**src/rtl/traffic_gen_req_sched.sv**
```systemverilog
// Round-robin read/write request scheduler onto one TCDM master port, paced in bursts.
// Optional `TRAFFIC_GEN_REQ_SCHED_STALL_CNT_EN adds stall_cnt_o (cycles with req high and no grant).
module traffic_gen_req_sched #(
  parameter int ADDR_WIDTH = 32,
  parameter int DATA_WIDTH = 32,
  parameter int CNT_WIDTH  = 32
) (
  input  logic                  clk_i,
  input  logic                  rst_i,
  input  logic                  clear_i,
  input  logic                  start_i,
  input  logic [CNT_WIDTH-1:0]  n_total_reqs_i,
  input  logic [CNT_WIDTH-1:0]  t_ck_reqs_i,
  input  logic [CNT_WIDTH-1:0]  t_ck_idle_i,
  input  logic                  r_valid_i,
  output logic                  r_ready_o,
  input  logic [ADDR_WIDTH-1:0] r_addr_i,
  input  logic                  w_valid_i,
  output logic                  w_ready_o,
  input  logic [ADDR_WIDTH-1:0] w_addr_i,
  input  logic [DATA_WIDTH-1:0] w_data_i,
  output logic                  tcdm_req_o,
  input  logic                  tcdm_gnt_i,
  output logic [ADDR_WIDTH-1:0] tcdm_add_o,
  output logic                  tcdm_wen_o,
  output logic [DATA_WIDTH-1:0] tcdm_data_o,
  output logic                  busy_o,
  output logic                  done_o,
`ifdef TRAFFIC_GEN_REQ_SCHED_STALL_CNT_EN
  output logic [CNT_WIDTH-1:0]  stall_cnt_o,
`endif
  output logic [CNT_WIDTH-1:0]  cnt_r_reqs_o,
  output logic [CNT_WIDTH-1:0]  cnt_w_reqs_o
);

  localparam logic [1:0] IDLE  = 2'd0;
  localparam logic [1:0] BURST = 2'd1;
  localparam logic [1:0] PAUSE = 2'd2;
  localparam logic [1:0] DONE  = 2'd3;

  logic [1:0]           state;
  logic [CNT_WIDTH-1:0] n_total, t_reqs, t_idle;
  logic [CNT_WIDTH-1:0] win_cnt, idle_cnt, cnt_r, cnt_w;
  logic                 last_w, locked, lock_w;

  logic in_burst, sel_w, req, hs, stall, last_req, win_end;

  // A request left ungranted keeps its stream selected until the grant arrives.
  always_comb begin
    in_burst = (state == BURST);
    if (locked)                  sel_w = lock_w;
    else if (r_valid_i & w_valid_i) sel_w = ~last_w;
    else                         sel_w = w_valid_i;
    req      = in_burst & (sel_w ? w_valid_i : r_valid_i);
    hs       = req & tcdm_gnt_i;
    stall    = req & ~tcdm_gnt_i;
    last_req = (cnt_r + cnt_w + CNT_WIDTH'(1)) == n_total;
    win_end  = win_cnt <= CNT_WIDTH'(1);
  end

  assign tcdm_req_o   = req;
  assign tcdm_add_o   = in_burst ? (sel_w ? w_addr_i : r_addr_i) : '0;
  assign tcdm_wen_o   = ~(in_burst & sel_w);
  assign tcdm_data_o  = (in_burst & sel_w) ? w_data_i : '0;
  assign r_ready_o    = hs & ~sel_w;
  assign w_ready_o    = hs & sel_w;
  assign busy_o       = (state != IDLE);
  assign done_o       = (state == DONE);
  assign cnt_r_reqs_o = cnt_r;
  assign cnt_w_reqs_o = cnt_w;

`ifdef TRAFFIC_GEN_REQ_SCHED_STALL_CNT_EN
  logic [CNT_WIDTH-1:0] stall_cnt;
  assign stall_cnt_o = stall_cnt;

  always_ff @(posedge clk_i) begin
    if (rst_i || clear_i)                stall_cnt <= '0;
    else if (state == IDLE && start_i)   stall_cnt <= '0;
    else if (stall)                      stall_cnt <= stall_cnt + CNT_WIDTH'(1);
  end
`endif

  always_ff @(posedge clk_i) begin
    if (rst_i || clear_i) begin
      state    <= IDLE;
      n_total  <= '0;
      t_reqs   <= '0;
      t_idle   <= '0;
      win_cnt  <= '0;
      idle_cnt <= '0;
      cnt_r    <= '0;
      cnt_w    <= '0;
      last_w   <= 1'b1;
      locked   <= 1'b0;
      lock_w   <= 1'b0;
    end else begin
      case (state)
        IDLE: if (start_i) begin
          n_total <= n_total_reqs_i;
          t_reqs  <= (t_ck_reqs_i == '0) ? CNT_WIDTH'(1) : t_ck_reqs_i;
          win_cnt <= (t_ck_reqs_i == '0) ? CNT_WIDTH'(1) : t_ck_reqs_i;
          t_idle  <= t_ck_idle_i;
          cnt_r   <= '0;
          cnt_w   <= '0;
          locked  <= 1'b0;
          state   <= (n_total_reqs_i == '0) ? DONE : BURST;
        end
        BURST: begin
          locked <= stall;
          lock_w <= sel_w;
          if (!win_end) win_cnt <= win_cnt - CNT_WIDTH'(1);
          if (hs) begin
            last_w <= sel_w;
            if (sel_w) cnt_w <= cnt_w + CNT_WIDTH'(1);
            else       cnt_r <= cnt_r + CNT_WIDTH'(1);
          end
          // Completion wins over window expiry; a stalled request holds the window open.
          if (hs && last_req) begin
            state <= DONE;
          end else if (win_end && !stall) begin
            if (t_idle == '0) begin
              win_cnt <= t_reqs;
            end else begin
              idle_cnt <= t_idle;
              state    <= PAUSE;
            end
          end
        end
        PAUSE: begin
          if (idle_cnt <= CNT_WIDTH'(1)) begin
            win_cnt <= t_reqs;
            state   <= BURST;
          end else begin
            idle_cnt <= idle_cnt - CNT_WIDTH'(1);
          end
        end
        default: state <= IDLE;
      endcase
    end
  end

endmodule
```
**config.mk**
```make
export PLATFORM = sky130hd
export DESIGN_NAME = traffic_gen_req_sched
export DESIGN_NICKNAME = d
export VERILOG_FILES = /design/src/rtl/traffic_gen_req_sched.sv
export SDC_FILE = /design/constraint.sdc
export NUM_CORES = 1
export LEC_CHECK = 0
export BUFFER_PORTS_ARGS = -buffer_cell sky130_fd_sc_hd__clkbuf_2
export CELL_PAD_IN_SITES_DETAIL_PLACEMENT = 0
export CELL_PAD_IN_SITES_GLOBAL_PLACEMENT = 1
export CORE_ASPECT_RATIO = 1.25
export CORE_MARGIN = 5
export CORE_UTILIZATION = 42
export DETAILED_ROUTE_END_ITERATION = 10
export MAX_ROUTING_LAYER = met4
export PLACE_DENSITY = 0.93
export SKIP_LAST_GASP = 1
export SLEW_MARGIN = 10
export SYNTH_ARGS = -nofsm -noshare
export SYNTH_HDL_FRONTEND = slang
export SYNTH_SLANG_ARGS = --single-unit
```
**constraint.sdc**
```tcl
create_clock -name clk_i -period 6.45 [get_ports clk_i]
set_input_delay 0.9675 -clock clk_i [delete_from_list [all_inputs] [get_ports clk_i]]
set_output_delay 0.9675 -clock clk_i [all_outputs]
set_load 0.05 [all_outputs]
```
==> results of run 1 <==
## layout by cell type, fill, tap and decap left out, types with 13 or more instances in the layout
cell       netlist  routed
a211oi_1        16      16
a21oi_1        258     258
a221oi_1        26      26
a22oi_1         16      16
and3_1          44      44
buf_4            2      21
clkbuf_16        0      27
clkbuf_2         0     332
dfxtp_1        229     229
ha_1            41      39
inv_1           37      37
nand2_1        413     412
nand3_1         80      80
nand4_1         41      41
nor2_1         194     194
nor3_1          53      53
nor4_1          53      53
o211ai_1        13      13
o21a_1          23      23
o21ai_0         63      63
o21ai_1         20      18
or3_1           20      20
xnor2_1         49      49
xor2_1          67      67
## worst paths after layout
kind,slack (ns),endpoint,start,depth (start not counted)
setup reg to reg,1.30,idle_cnt[2],cnt_w_reqs_o[0],15
setup / recovery,1.30,idle_cnt[2],cnt_w_reqs_o[0],15
hold / removal,0.46,t_reqs[24],t_reqs[24],2
hold reg to reg,0.46,t_reqs[24],t_reqs[24],2
## layout make-up
cell class | count | area [um2]
Antenna cell | 2 | 5.00
Clock buffer | 39 | 771
Clock inverter | 7 | 92.6
Fill cell | 3516 | 17100
Inverter | 38 | 143
Multi-Input combinational cell | 1681 | 9530
Sequential cell | 229 | 4580
Tap cell | 468 | 586
Timing Repair Buffer | 353 | 1820
## through the flow
stage / setup slack (ns) / instances
2_1_floorplan: 2.40 / 2070
3_3_place_gp: 1.54 / 2769
3_5_place_dp: 1.36 / 2769
4_1_cts: 1.32 / 2815
5_1_grt: 0.887 / 2817
6_report: 1.30 / 2817
## cell families after synthesis
group	after synthesis	synth area share, %
xor gates and xnor gates	117	7.05
adders and majority gates	42	3.62
buffers and inverters	160	4.51
muxes	11	0.806
DFF	229	31.1
AOI/OAI and AO/OA	532	22.2
and+or+nand+nor	979	30.7
## routing by layer
| layer | GRT usage [%] | up-vias | wire length [um] |
|---|---|---|---|
| met5 | - | - | 0 |
| met4 | 9.03 | 0 | 1980 |
| met3 | 3.24 | 103 | 3250 |
| met2 | 43.5 | 572 | 26100 |
| met1 | 35.3 | 7736 | 23100 |
| li1 | - | 7899 | - |
## critical path, cell delays in order, from the launching register on
cell      delay, ns
dfxtp_1        0.37
inv_1          0.10
ha_1           0.17
inv_1          0.06
fa_1           0.40
a211oi_1       0.43
o21ai_1        0.25
a221oi_2       0.44
mux2_2         0.41
a221oi_1       0.23
nand4_1        0.14
nor4_1         0.32
and4b_1        0.49
or2_1          0.83
o21ai_0        0.24
a21oi_1        0.19
## registers in the layout, indices dropped and copies added, names as in the netlist
| name | cells |
|---|---|
| idle_cnt | 32 |
| state | 2 |
| t_idle | 32 |
| t_reqs | 32 |
| last_w | 1 |
| cnt_r_reqs_o | 32 |
| cnt_w_reqs_o | 32 |
| n_total | 32 |
| locked | 1 |
| lock_w | 1 |
| win_cnt | 32 |
## power groups by stage
stage               Sequential, mW  Clock [mW]  Combinational, mW
global route                  1.50        1.60              0.905
floorplan                     1.52           0              0.575
detailed placement            1.53           0              0.813
global placement              1.53           0              0.808
CTS                           1.50        1.54              0.819
finish                        1.50        1.50              0.823
==> impl_results.md, run 1 <==
- Status: complete, no violations
- Internal: 2.63 mW
- Largest net degree at the start of global routing: 90
- CTS tree: done
- Sequential area share after synthesis: between 30% and 40%
- Worst Path Max Fanout: 28
- Largest cells by area after synthesis: dfxtp_1, nand2_1, a21oi_1
- Critical path data required time: 6.90 ns
- Post-Route Skew: roughly 0.010 ns
- Pleak: 7.27 nW
- Unrepaired setup endpoints after global routing: no
- Sequential share of power: 39.2%
- TritonCTS Sinks: 229
- GP Congestion: 1.01
- Distinct cells, synth: slightly above 80
- Max-cap viol count: 0
- Critical path type: flop to flop
- PwrDens: 218 nW/um2
- Tmin final: slightly above 5 ns
- Clock network power share: between 30% and 40%
- Cells resized by post-CTS repair: 0
- Synth Register Bits: 229
- Worst slew margin: between 20% and 30%
- Top-count cell post-synth: nand2_1
- CTS Hold Bufs: 0
- Core Rows: 76
- Vias: 16,310
- Total gr overflow: 0
- Final #Nets: 2,570
- 1st-iter DRT viols: 1,420
- Max-slew violation count: 0
- Die area: 39,000 um2
- Fin Hold WS: about 0.46 ns
- Post-Syn Area: between 10,000 and 15,000 um2
- Initial Utilization: a little over two fifths
- H-Tree Depth: 1
- Final hold vios: 0
- EDFF count, synth: 0
- Ports: 333
- Crit. End Element: flop
- Residual DRC: 0
- Tot GR Track Use: between 20% and 30%
- Clk pin slew, worst setup/hold paths: about 0.06 ns
- Comb pwr share: 21.5%
- Avg Cell Area, Syn: 7.12 um2
- Finished Core Util: 50.7%
- Final setup viols: 0
- Horiz. Die Dim: 178 um
- Max Fclk: between 150 and 200 MHz
- Worst Tran Pin Value: about 1.1 ns
- Final Instance Area: 17,500 um2
- Initial antenna violation count: 2
- Clock Latency Late Sink: 0.54 ns
- Crit path DAT: 5.60 ns
- HPWL after DPL: 41.0 mm
- Die height: approximately 220 um
- Worst Hold Class: flop to flop
- Share of the synthesized area in the top cell type: a little under a third
- Root Buffer: clkbuf_16
- Share of cells above drive strength 1: ~18%
- Final wirelength: 54.4 mm
- TritonCTS Buffers: 26
- Primary FF master, synth: dfxtp_1
- First-pass GRT wire length: 83.6 mm
- Mapped Nets: 2,311
- Setup Fix Bufs, Post-CTS: 0
- Routed Antenna Nets: 0
- Port-buffer cells: about 330
- Peak supply drop: 0.228 mV
- Synth cell count leaders: nand2_1, a21oi_1, dfxtp_1
- Vias per inst: 5.79
- Vias in the first global route: roughly 15,000
- Ys async rst share: 0%
- Yosys warns: 0
- Clk buf depth: 3
- Core Box Area: 34,600 um2
- Pwr Total: 3.83 mW
- Synth-to-layout area growth: 18.9%
- DR WL/cell: 19.3 um
- Switching share of power: 31.4%
- Critical Path Start Type: flop
- Placed Area: 16,700 um2
- Post-Synthesis Cells: 2,070
- Cell taking the most area after synthesis: dfxtp_1
- Tcrit/Tclk final: 79.8%
- Sw power: 1.20 mW
- DRT Pass-1 Iters: 5
- Sum of negative setup slack: 0 ns
No activity file was read; power rests on OpenSTA's default activity.
==> run 2: changes to the inputs <==
- CORE_UTILIZATION: 42 -> 39
- PLACE_DENSITY: 0.93 -> 0.88
- clock period: 6.45 -> 5.4 ns (I/O delays scaled with it)
==> run 2 against run 1 <==
Utilization down 3.5 points. Sequential cell count is the same. Non-clock buffer count up 1. Final area is 0.17% higher. Sequential share of layout area about the same. Critical path depth increased by 1. Worst setup slack worse by 0.64 ns. Routed wire length grew 1.2%. First-iteration DRC count fell by 15%. Critical path type unchanged. Largest cell class unchanged.
==> impl_results.md, run 2 (synthesized netlist as in run 1, its figures left out) <==
- Status: complete, no violations
- Critical path type: flop to flop
- Core Rows: 79
- Max-cap viol count: 0
- Core Box Area: 37,300 um2
- Largest net degree at the start of global routing: 125
- Unrepaired setup endpoints after global routing: no
- Clk pin slew, worst setup/hold paths: 0.06 ns
- DR WL/cell: between 15 and 20 um
- Share of cells above drive strength 1: 17.9%
- Vias: 16,158
- Tot GR Track Use: 25.1%
- Worst setup startpoint: cnt_w_reqs_o[0]
- Sum of negative setup slack: 0 ns
- Crit path DAT: 5.13 ns
- TritonCTS Buffers: 26
- Root Buffer: clkbuf_16
- Port-buffer cells: ~330
- Worst Path Max Fanout: 9
- Clock Latency Late Sink: 0.54 ns
- DRT Pass-1 Iters: 6
- TritonCTS Sinks: 229
- Worst Tran Pin Value: 1.13 ns
- CTS tree: done
- Synth-to-layout area growth: 19.1%
- Worst Hold Class: flop to flop
- Max Fclk: 211 MHz
- Clk buf depth: 3
- Residual DRC: 0
- R2r setup slk: 0.67 ns
- Final #Nets: 2,571
- Final hold vios: 0
- 1st-iter DRT viols: 1,214
- Ports: 333
- Critical Path Start Type: flop
- Crit. End Element: flop
- Worst reg2reg path startpoint: cnt_w_reqs_o[0]
- Cells resized by post-CTS repair: 0
- Hold_sp: t_reqs[31]
- Die height: approximately 230 um
- First-pass GRT wire length: 83.2 mm
- HPWL after DPL: 41.5 mm
- Post-Route Skew: 0.0100 ns
- Peak supply drop: 0.235 mV
- Die area: approximately 42,000 um2
- Tmin final: between 4 and 5 ns
- H-Tree Depth: 1
- Total gr overflow: 0
- Tcrit/Tclk final: 87.7%
- Horiz. Die Dim: 184 um
- Setup Fix Bufs, Post-CTS: 0
- Commonest non-fill, non-tap cell in the layout: nand2_1
- Vias per inst: 5.70
- Pwr Total: 4.57 mW
- Vias in the first global route: 14,983
- Critical path data required time: 5.79 ns
- Initial antenna violation count: 2
- Final wirelength: 55.1 mm
- Max-slew violation count: 0
- PwrDens: around 260 nW/um2
- Most frequent cells in the layout: nand2_1, clkbuf_2, a21oi_1
- CTS Hold Bufs: 0
- Pleak: 7.27 nW
- GP Congestion: 0.969
- Final setup viols: 0
- Initial Utilization: 39.6%
- Worst slew margin: 24.0%
- Routed Antenna Nets: 0
[run 2: critical path, cell delays in order, from the launching register on]
cell and delay, ns:
dfxtp_1 0.37, inv_1 0.10, ha_1 0.18, inv_1 0.06, fa_1 0.39, a211oi_1 0.42, o21ai_1 0.24, a221oi_2 0.43
mux2_2 0.40, a221oi_1 0.23, nand4_1 0.15, nor4_1 0.27, and4b_1 0.47, o31ai_2 0.23, buf_4 0.25, a221oi_1 0.32
nor4_1 0.08
[run 2: area by class of cell]
type	count	area (um2)
sequential	229	4580
tap	486	608
antenna	2	5.00
inverter	38	143
timing repair buffer	354	1840
fill	3820	19700
clock buffer	40	774
clock inverter	4	73.8
multi-input combinational	1681	9530
[run 2: power by group]
group	leakage (nW)	switching, mW	internal (mW)
clock network	0.415	0.716	1.07
registers	1.86	0.0511	1.74
logic	5.00	0.667	0.323
total	7.27	1.43	3.14
[run 2: stage by stage]
stage	utilization [%]	worst slack [ns]	area, um2	hold slack (ns)	std cells
CTS	47.1	0.666	17600	0.456	2832
detailed placement	44.8	0.669	16700	0.448	2788
floorplan	-	1.35	14700	0.436	2070
global route	47.1	0.300	17600	0.479	2834
finish	47.1	0.665	17600	0.458	2834
global placement	44.8	0.819	16700	0.445	2788
[run 2: worst paths after layout]
| path | to | cells after the start |
|---|---|---|
| worst max-delay path | win_cnt[12] | 16 |
| worst min register to register | t_reqs[31] | 2 |
| worst max register to register | win_cnt[12] | 16 |
| worst min-delay path | t_reqs[31] | 2 |
[run 2: metal layers]
metal  up-vias  wire length (um)  track usage (%)
li1       7906                 -                -
met1      7563             22900             31.7
met2       572             26900             41.6
met3       117              3180             3.05
met4         0              2090             9.09
met5         -                 0                -
==> run 3: changes to the inputs <==
- CORE_ASPECT_RATIO: 1.25 -> 1.1
==> run 3 against run 2 <==
Cell count rose by 0.35%. Register-to-register slack got worse by 0.02 ns. Total power rose by 0.87%. Die area barely moved. Highest routed layer unchanged. Sequential share of layout area fell by 0.083 points.
==> impl_results.md, run 3 (synthesized netlist as in run 1, its figures left out) <==
- Critical path type: flop to flop
- Vias per inst: 5.68
- Status: complete, no violations
- Hold_sp: t_reqs[2]
- R2R Path End: win_cnt[2]
- Die height: about 210 um
- H-Tree Depth: 1
- Max incr delay on CP: about 0.90 ns
- Tmin final: approximately 4.8 ns
- Vias: 16,166
- Final Instance Area: 17,600 um2
- Tcrit/Tclk final: between 80 and 90%
- Worst reg2reg path startpoint: cnt_w_reqs_o[0]
- Horiz. Die Dim: ~200 um
- Final setup margin: 0.641 ns
- Post-Route Skew: 0.00912 ns
- Final #Nets: about 2,600
- Commonest non-fill, non-tap cell in the layout: nand2_1
- Tot GR Track Use: about a quarter
- Residual DRC: 0
- Clock Latency Late Sink: 0.56 ns
- Worst setup startpoint: cnt_w_reqs_o[0]
- Port-buffer cells: 332
- Placed Area: 16,700 um2
- Pwr Total: 4.61 mW
- Pleak: roughly 7.3 nW
- DR WL/cell: 19.6 um
- Core Rows: 74
- M3 GR Usage: around 2.9%
- Most frequent cells in the layout: nand2_1, clkbuf_2, a21oi_1
- Max-cap viol count: 0
- Max Fclk: 210 MHz
- Register area: 4580 um2
- Setup Fix Bufs, Post-CTS: 0
- Worst Tran Pin Value: 1.11 ns
- Clk pin slew, worst setup/hold paths: 0.06 ns
- 1st-iter DRT viols: 1,230
- Critical path data required time: between 5 and 6 ns
- Total gr overflow: 0
- Crit. End Element: flop
- Finished Core Util: about 47%
- Final setup viols: 0
- Area of the multi-input gates: 9530 um2
- Worst Hold Class: flop to flop
- CTS Hold Bufs: 0
- DRT Pass-1 Iters: 7
- Share of cells above drive strength 1: 18.3%
- R2r setup slk: 0.64 ns
- Crit path max-delay family: compound AO/OA/AOI/OAI gates
- Crit-path cells: inv_1 -> ha_1 -> inv_1 -> fa_1 -> a211oi_1 -> o211ai_1 -> a31oi_2 -> o21bai_1 -> and4_1 -> o31a_1 -> and4b_1 -> o31ai_2 -> a221oi_1 -> a2111oi_1
- TritonCTS Sinks: 229
- Ports: 333
- Slowest stage cell on the critical path: o31ai_2
- Gr busiest metal: met2
- GR Util met1: 33.7%
- Clk buf depth: 3
- Peak supply drop: 0.217 mV
- TritonCTS Buffers: 26
- Critical Path Start Type: flop
- Largest net degree at the start of global routing: 158
- Initial Utilization: 39.6%
- Final wirelength: 55.8 mm
- Core Box Area: about 37,000 um2
- Length in cells of the worst reg-to-reg path: 14
- Hold depth: 2
- Unrepaired setup endpoints after global routing: no
- Cells resized by post-CTS repair: 0
- Max-slew violation count: 0
- PwrDens: approximately 260 nW/um2
- GP Congestion: roughly 0.95
- Worst Path Buf+Inv: 2
- Root Buffer: clkbuf_16
- Worst Hold Endpoint: t_reqs[2]
- Sum of negative setup slack: 0 ns
- Die area: 41,800 um2
- Initial antenna violation count: 2
- Final hold vios: 0
- Fill count: 3,868
- HPWL after DPL: 41.7 mm
- Met2 GRT Util: 42.4%
- CTS tree: done
- Worst slew margin: 26.0%
- Synth-to-layout area growth: 19.5%
- Vias in the first global route: 15,154
- Worst Path Max Fanout: 12
- Pre-CTS setup slack: 0.633 ns
- Routed Antenna Nets: 0
- First-pass GRT wire length: 86.6 mm
- Crit path DAT: 5.20 ns
- CP dominant cell by count: inv_1
==> run 3: worst min-delay path: stages, from the launching register on <==
cell and delay [ns]:
dfxtp_1 0.31, nand2_1 0.05, a21oi_1 0.05
==> run 3: per-layer routing <==
| metal | vias to the layer above | wire [um] |
|---|---|---|
| met5 | - | 0 |
| met4 | 0 | 1770 |
| met3 | 94 | 3150 |
| met2 | 600 | 26800 |
| met1 | 7570 | 24100 |
| li1 | 7902 | - |
==> run 3: final cells by class <==
cell class	count	share of cell area, %
Timing Repair Buffer	355	10.5
Multi-Input combinational cell	1681	54.1
Antenna cell	1	0.0142
Tap cell	494	3.51
Sequential cell	229	26.0
Clock inverter	8	0.533
Inverter	38	0.810
Clock buffer	38	4.52
==> run 3: power breakdown <==
| part | switching [mW] | total, mW | internal [mW] |
|---|---|---|---|
| clock | 0.760 | 1.83 | 1.07 |
| sequential | 0.0502 | 1.79 | 1.74 |
| combinational | 0.669 | 0.992 | 0.323 |
==> run 3: per-stage QoR <==
stage          hold WS, ns  cells
6_report             0.463   2844
5_1_grt              0.457   2844
4_1_cts              0.439   2843
3_5_place_dp         0.449   2797
3_3_place_gp         0.443   2797
2_1_floorplan        0.436   2070
==> run 3: worst max path at each step <==
stage,slack (ns),depth (start not counted),to
6_report,0.64,14,win_cnt[2]
3_5_place_dp,0.63,14,win_cnt[2]
4_1_cts,0.64,14,win_cnt[2]
2_1_floorplan,1.35,17,win_cnt[16]
3_3_place_gp,0.73,14,win_cnt[2]
5_1_grt,0.26,15,win_cnt[2]
